--- config.mk ---
export PLATFORM = sky130hd
export DESIGN_NAME = thresh_mon
export DESIGN_NICKNAME = d
export VERILOG_FILES = /design/src/rtl/thresh_mon.sv
export SDC_FILE = /design/constraint.sdc
export NUM_CORES = 1
export LEC_CHECK = 0
export CORE_ASPECT_RATIO = 1.5
export CORE_MARGIN = 2
export CORE_UTILIZATION = 45
export CTS_CLUSTER_DIAMETER = 40
export CTS_CLUSTER_SIZE = 24
export DETAILED_ROUTE_END_ITERATION = 10
export GPL_TIMING_DRIVEN = 0
export HOLD_SLACK_MARGIN = 0.15
export PLACE_DENSITY = 0.75
export SYNTH_ARGS = -nofsm -noshare
export SYNTH_HDL_FRONTEND = slang
export SYNTH_SLANG_ARGS = --single-unit
--- constraint.sdc ---
create_clock -name clk -period 6.45 [get_ports clk]
set_input_delay 0.645 -clock clk [delete_from_list [all_inputs] [get_ports clk]]
set_output_delay 0.645 -clock clk [all_outputs]
set_load 0.1 [all_outputs]
--- src/rtl/thresh_mon.sv ---
// N-channel threshold monitor: per-channel IIR average, under/over compare with
// hysteresis and sample-count debounce. One shared datapath serves the addressed channel.
module thresh_mon #(
  parameter int NUM_CH = 4,
  parameter int WIDTH = 12,
  parameter int AVG_SHIFT = 2,
  parameter int DEB_CNT = 3,
  parameter logic [WIDTH-1:0] HYST = WIDTH'('h020),
  localparam int CHW = (NUM_CH > 1) ? $clog2(NUM_CH) : 1
) (
  input  logic                    clk,
  input  logic                    rst_n,
  input  logic                    clr,
  input  logic                    smpl_vld,
  input  logic [CHW-1:0]          smpl_ch,
  input  logic [WIDTH-1:0]        smpl,
  input  logic [NUM_CH*WIDTH-1:0] thres,
  input  logic [NUM_CH-1:0]       mode,
  output logic [NUM_CH*WIDTH-1:0] avg,
  output logic [NUM_CH-1:0]       flag,
  output logic                    any_flag,
  output logic                    flag_chg,
  output logic [CHW-1:0]          flag_ch
);
  localparam int CW = $clog2(DEB_CNT + 1);

  logic [WIDTH-1:0]  avg_q [NUM_CH];
  logic [CW-1:0]     cnt_q [NUM_CH];
  logic [NUM_CH-1:0] flag_q;
  logic [NUM_CH-1:0] primed_q;
  logic              any_flag_q;
  logic              flag_chg_q;
  logic [CHW-1:0]    flag_ch_q;

  logic              accept;
  logic [WIDTH-1:0]  avg_sel;
  logic [WIDTH-1:0]  thres_sel;
  logic              mode_sel;
  logic              flag_sel;
  logic              primed_sel;
  logic [CW-1:0]     cnt_sel;

  // Out-of-range channel indices are possible when NUM_CH is not a power of two.
  assign accept = smpl_vld && ({1'b0, smpl_ch} < (CHW+1)'(NUM_CH));

  always_comb begin
    avg_sel    = '0;
    thres_sel  = '0;
    mode_sel   = 1'b0;
    flag_sel   = 1'b0;
    primed_sel = 1'b0;
    cnt_sel    = '0;
    for (int i = 0; i < NUM_CH; i++) begin
      if (smpl_ch == CHW'(i)) begin
        avg_sel    = avg_q[i];
        thres_sel  = thres[i*WIDTH +: WIDTH];
        mode_sel   = mode[i];
        flag_sel   = flag_q[i];
        primed_sel = primed_q[i];
        cnt_sel    = cnt_q[i];
      end
    end
  end

  // The filtered value always lies between avg and smpl, so modular add is exact.
  logic signed [WIDTH+1:0] diff;
  logic signed [WIDTH+1:0] step;
  logic [WIDTH-1:0]        avg_nxt;

  assign diff    = $signed({2'b00, smpl}) - $signed({2'b00, avg_sel});
  assign step    = diff >>> AVG_SHIFT;
  assign avg_nxt = avg_sel + WIDTH'(step);

  logic [WIDTH:0] avg_x;
  logic [WIDTH:0] thr_x;
  logic [WIDTH:0] hyst_x;
  logic           set_c;
  logic           clr_c;
  logic           qual;

  assign avg_x  = {1'b0, avg_nxt};
  assign thr_x  = {1'b0, thres_sel};
  assign hyst_x = {1'b0, HYST};

  always_comb begin
    set_c = 1'b0;
    clr_c = 1'b0;
    if (mode_sel) begin
      set_c = avg_x > thr_x;
      clr_c = (avg_x + hyst_x) <= thr_x;
    end else begin
      set_c = avg_x < thr_x;
      clr_c = avg_x >= (thr_x + hyst_x);
    end
  end

  assign qual = flag_sel ? clr_c : set_c;

  logic [CW:0]       cnt_inc;
  logic [CW-1:0]     cnt_nxt;
  logic              flag_nxt;
  logic [WIDTH-1:0]  avg_wr;
  logic              toggle;
  logic [NUM_CH-1:0] flag_d;

  assign cnt_inc = {1'b0, cnt_sel} + (CW+1)'(1);

  // An unprimed channel only loads its average; the counter stays at zero.
  always_comb begin
    cnt_nxt  = '0;
    flag_nxt = flag_sel;
    if (primed_sel && qual) begin
      if (cnt_inc == (CW+1)'(DEB_CNT)) begin
        flag_nxt = ~flag_sel;
      end else begin
        cnt_nxt = cnt_inc[CW-1:0];
      end
    end
  end

  assign avg_wr = primed_sel ? avg_nxt : smpl;
  assign toggle = accept && (flag_nxt != flag_sel);

  always_comb begin
    flag_d = flag_q;
    for (int i = 0; i < NUM_CH; i++) begin
      if (accept && (smpl_ch == CHW'(i))) begin
        flag_d[i] = flag_nxt;
      end
    end
  end

  always_ff @(posedge clk or negedge rst_n) begin
    if (!rst_n) begin
      for (int i = 0; i < NUM_CH; i++) begin
        avg_q[i] <= '0;
        cnt_q[i] <= '0;
      end
      flag_q     <= '0;
      primed_q   <= '0;
      any_flag_q <= 1'b0;
      flag_chg_q <= 1'b0;
      flag_ch_q  <= '0;
    end else if (clr) begin
      for (int i = 0; i < NUM_CH; i++) begin
        avg_q[i] <= '0;
        cnt_q[i] <= '0;
      end
      flag_q     <= '0;
      primed_q   <= '0;
      any_flag_q <= 1'b0;
      flag_chg_q <= 1'b0;
      flag_ch_q  <= '0;
    end else begin
      flag_q     <= flag_d;
      any_flag_q <= |flag_d;
      flag_chg_q <= toggle;
      if (toggle) begin
        flag_ch_q <= smpl_ch;
      end
      for (int i = 0; i < NUM_CH; i++) begin
        if (accept && (smpl_ch == CHW'(i))) begin
          avg_q[i]    <= avg_wr;
          cnt_q[i]    <= cnt_nxt;
          primed_q[i] <= 1'b1;
        end
      end
    end
  end

  for (genvar gi = 0; gi < NUM_CH; gi++) begin : g_avg_out
    assign avg[gi*WIDTH +: WIDTH] = avg_q[gi];
  end

  assign flag     = flag_q;
  assign any_flag = any_flag_q;
  assign flag_chg = flag_chg_q;
  assign flag_ch  = flag_ch_q;

endmodule

==> out/results.tsv <==
metric	value	unit
H-Tree Depth	3	
Pleak	3.44	nW
Clk pwr share	0.239	
Clock Sinks	68	
Post-Route Setup TNS	0	ps
main flop type after synthesis	dfrtp_1	
Layout area overhead	43.0	%
actual slew at the worst max-slew pin	1180	ps
Reg2Reg Depth	27	
Port Buffers	125	
CP Class	primary input to register	
Hold WS	404	ps
# setup viols final	0	
initial core utilization	0.457	
Final Hold Fails	0	
max-cap viol count	0	
Slew HR	0.215	
Logic pwr share	0.517	
Worst EP required	6690	ps
Worst-path clk slew	50	ps
Skew-Pair Late Insertion Delay	330	ps
Post-DP HPWL	15900	µm
f_max	156	MHz
root buf cell	clkbuf_16	
final setup margin	23.0	ps
Post-Syn Instances	642	
peak per-stage delay on the critical path	540	ps
Die Y	144	µm
skew final	6.90	ps
core outline area	12900	µm²
Worst Path Arrival	6660	ps
Slew Limit Fails	0	
mapped cell area	5880	µm²
number of global-route vias before repair	6250	
number of synthesized flops with an enable pin	0	
Die ar.	14000	µm²
yosys synthesis warning count	0	
CTS Buf Count	9	
final wirelength	21400	µm
Detail Route Antenna Nets	0	
worst hold path class	primary input to async pin	
CP max FO	5	
total power	1.89	mW
Mean Syn Cell Area	9.17	µm²
final period utilization	0.996	
share of layout cells above drive strength 1	0.207	
FP Rows	51	
wire length per cell	21.8	µm
Post-CTS Hold Buffers	0	
dpl cell area	7430	µm²
n_diodes	0	
Die X	97.4	µm
Nets	939	
most common cell after layout, fill and taps aside	clkdlybuf4s50_1	
1st-iter DRT viols	291	
most frequent CP cell	a211oi_2	
# fillers	1013	
startpoint class of the critical path	primary input	
maximum vdd ir drop	189	µV
#FFs+latches synth	68	
Net Count, Synth	763	
pre-CTS WS	-2200	ps
Internal Power	1.12	mW
outcome	finished, final reports clean	
Max clock buf depth	2	
fin crit period	6430	ps
Pre-antenna DRT Iters	5	
RSZ-0062 raised after global routing	true	
grt total ovfl	0	
sequential group share of total power	0.244	
CP endpoint kind	register	
Total GRT Usage	0.298	
Seq/Total Area, Yosys	0.289	
CTS tree	done	
placer congestion estimate	0.915	
cell area power density	224	nW/µm²
asr flop ratio synth	1.00	
Synth cell types	65	
Top Ports	126	
most frequent cells in the layout	122 x clkdlybuf4s50_1, 68 x dfrtp_1, 62 x nor2_1	
Via Count	6129	
NetSw	0.763	mW
# DRC	0	
CP max-delay cell	mux4_2	
global-route wire length before repair	32900	µm
initial antenna violation count	0	
Finished Cell Area	8410	µm²
Sw Ratio	0.404	
pin count of the biggest net entering global routing	69	
vias per cell	6.25	
critical path, delay by kind of cell:
kind / cells / cell delay [ps]
simple gates: 3 / 600
compound gates: 14 / 3000
xor+xnor: 3 / 420
buf+inv: 5 / 600
fa+ha+maj: 3 / 860
mux: 1 / 540
worst paths after layout:
kind	start	endpoint	slack [ps]
min in group clk	primed_q[1]	primed_q[1]	510
hold reg to reg	primed_q[1]	primed_q[1]	510
setup reg to reg	avg[3]	flag[1]	160
hold / removal	rst_n	avg[36]	400
max in group asynchronous	rst_n	avg[44]	5440
setup / recovery	smpl_ch[0]	flag[1]	20
synth_stat cells, types with 5 or more instances:
master	n	share of area
nand4_1	7	0.0074
and3_1	5	0.0053
a21oi_1	29	0.025
nand2b_1	10	0.011
o21ai_0	27	0.023
and2_1	6	0.0064
a21o_1	9	0.011
nand3b_1	35	0.045
o21bai_1	5	0.0064
nand3_1	16	0.014
o21a_1	9	0.011
ha_1	51	0.11
inv_1	36	0.023
o21ai_1	10	0.0085
nor2_1	63	0.040
nand2_1	46	0.029
nor2b_1	13	0.014
xnor2_1	18	0.027
mux2i_1	10	0.017
clkbuf_1	27	0.017
mux4_2	28	0.11
a211oi_1	32	0.041
dfrtp_1	68	0.29
xor2_1	6	0.0089
buf_1	5	0.0032
metal layers:
| metal | up-vias | GRT usage | share of wire |
|---|---|---|---|
| li1 | 2722 | - | - |
| met4 | 0 | 0.173 | 0.061 |
| met2 | 323 | 0.559 | 0.53 |
| met5 | - | 0 | 0 |
| met1 | 3000 | 0.312 | 0.34 |
| met3 | 84 | 0.0503 | 0.069 |
state kept, by name, summed over array words and instances (netlist names):
signal / flops
primed_q: 4
cnt_q: 8
flag_chg: 1
flag: 4
avg: 48
any_flag: 1
flag_ch: 2
final cells by class:
| type | count | area, µm² | area share |
|---|---|---|---|
| Timing Repair Buffer | 170 | 1640 | 0.194 |
| Multi-Input combinational cell | 504 | 4290 | 0.510 |
| Clock inverter | 2 | 10.0 | 0.00119 |
| Clock buffer | 13 | 260 | 0.0309 |
| Sequential cell | 68 | 1700 | 0.202 |
| Tap cell | 159 | 199 | 0.0236 |
| Inverter | 37 | 139 | 0.0165 |
| Buffer | 28 | 179 | 0.0213 |
kinds of logic (layout without fill, tap and decap cells):
logic type / count (synthesis) / count (layout) / share of synthesized area
flops: 68 / 68 / 0.289
mux: 41 / 41 / 0.130
fa+ha+maj: 52 / 52 / 0.110
compound gates: 163 / 163 / 0.190
buf+inv: 70 / 250 / 0.0453
simple gates: 224 / 224 / 0.199
xor+xnor: 24 / 24 / 0.0357
repair_timing:
action                     4_1_cts  5_1_grt
setup buffers                   28       16
setup endpoints to repair       16       16
gates cloned                     0        2
gates resized for setup         71       23
pin swaps                       38       43
through the flow:
stage | utilization | instances
2_1_floorplan | - | 642
3_3_place_gp | 0.577 | 926
3_5_place_dp | 0.577 | 926
4_1_cts | 0.637 | 966
5_1_grt | 0.653 | 981
6_report | 0.653 | 981
power groups by stage:
stage / clock network (mW) / logic [mW] / registers [mW]
finish: 0.451 / 0.976 / 0.460
global route: 0.471 / 1.05 / 0.461
CTS: 0.452 / 0.919 / 0.459
floorplan: 0 / 0.477 / 0.571
global placement: 0 / 0.794 / 0.465
detailed placement: 0 / 0.817 / 0.466
(Power assumes the default switching activity.)
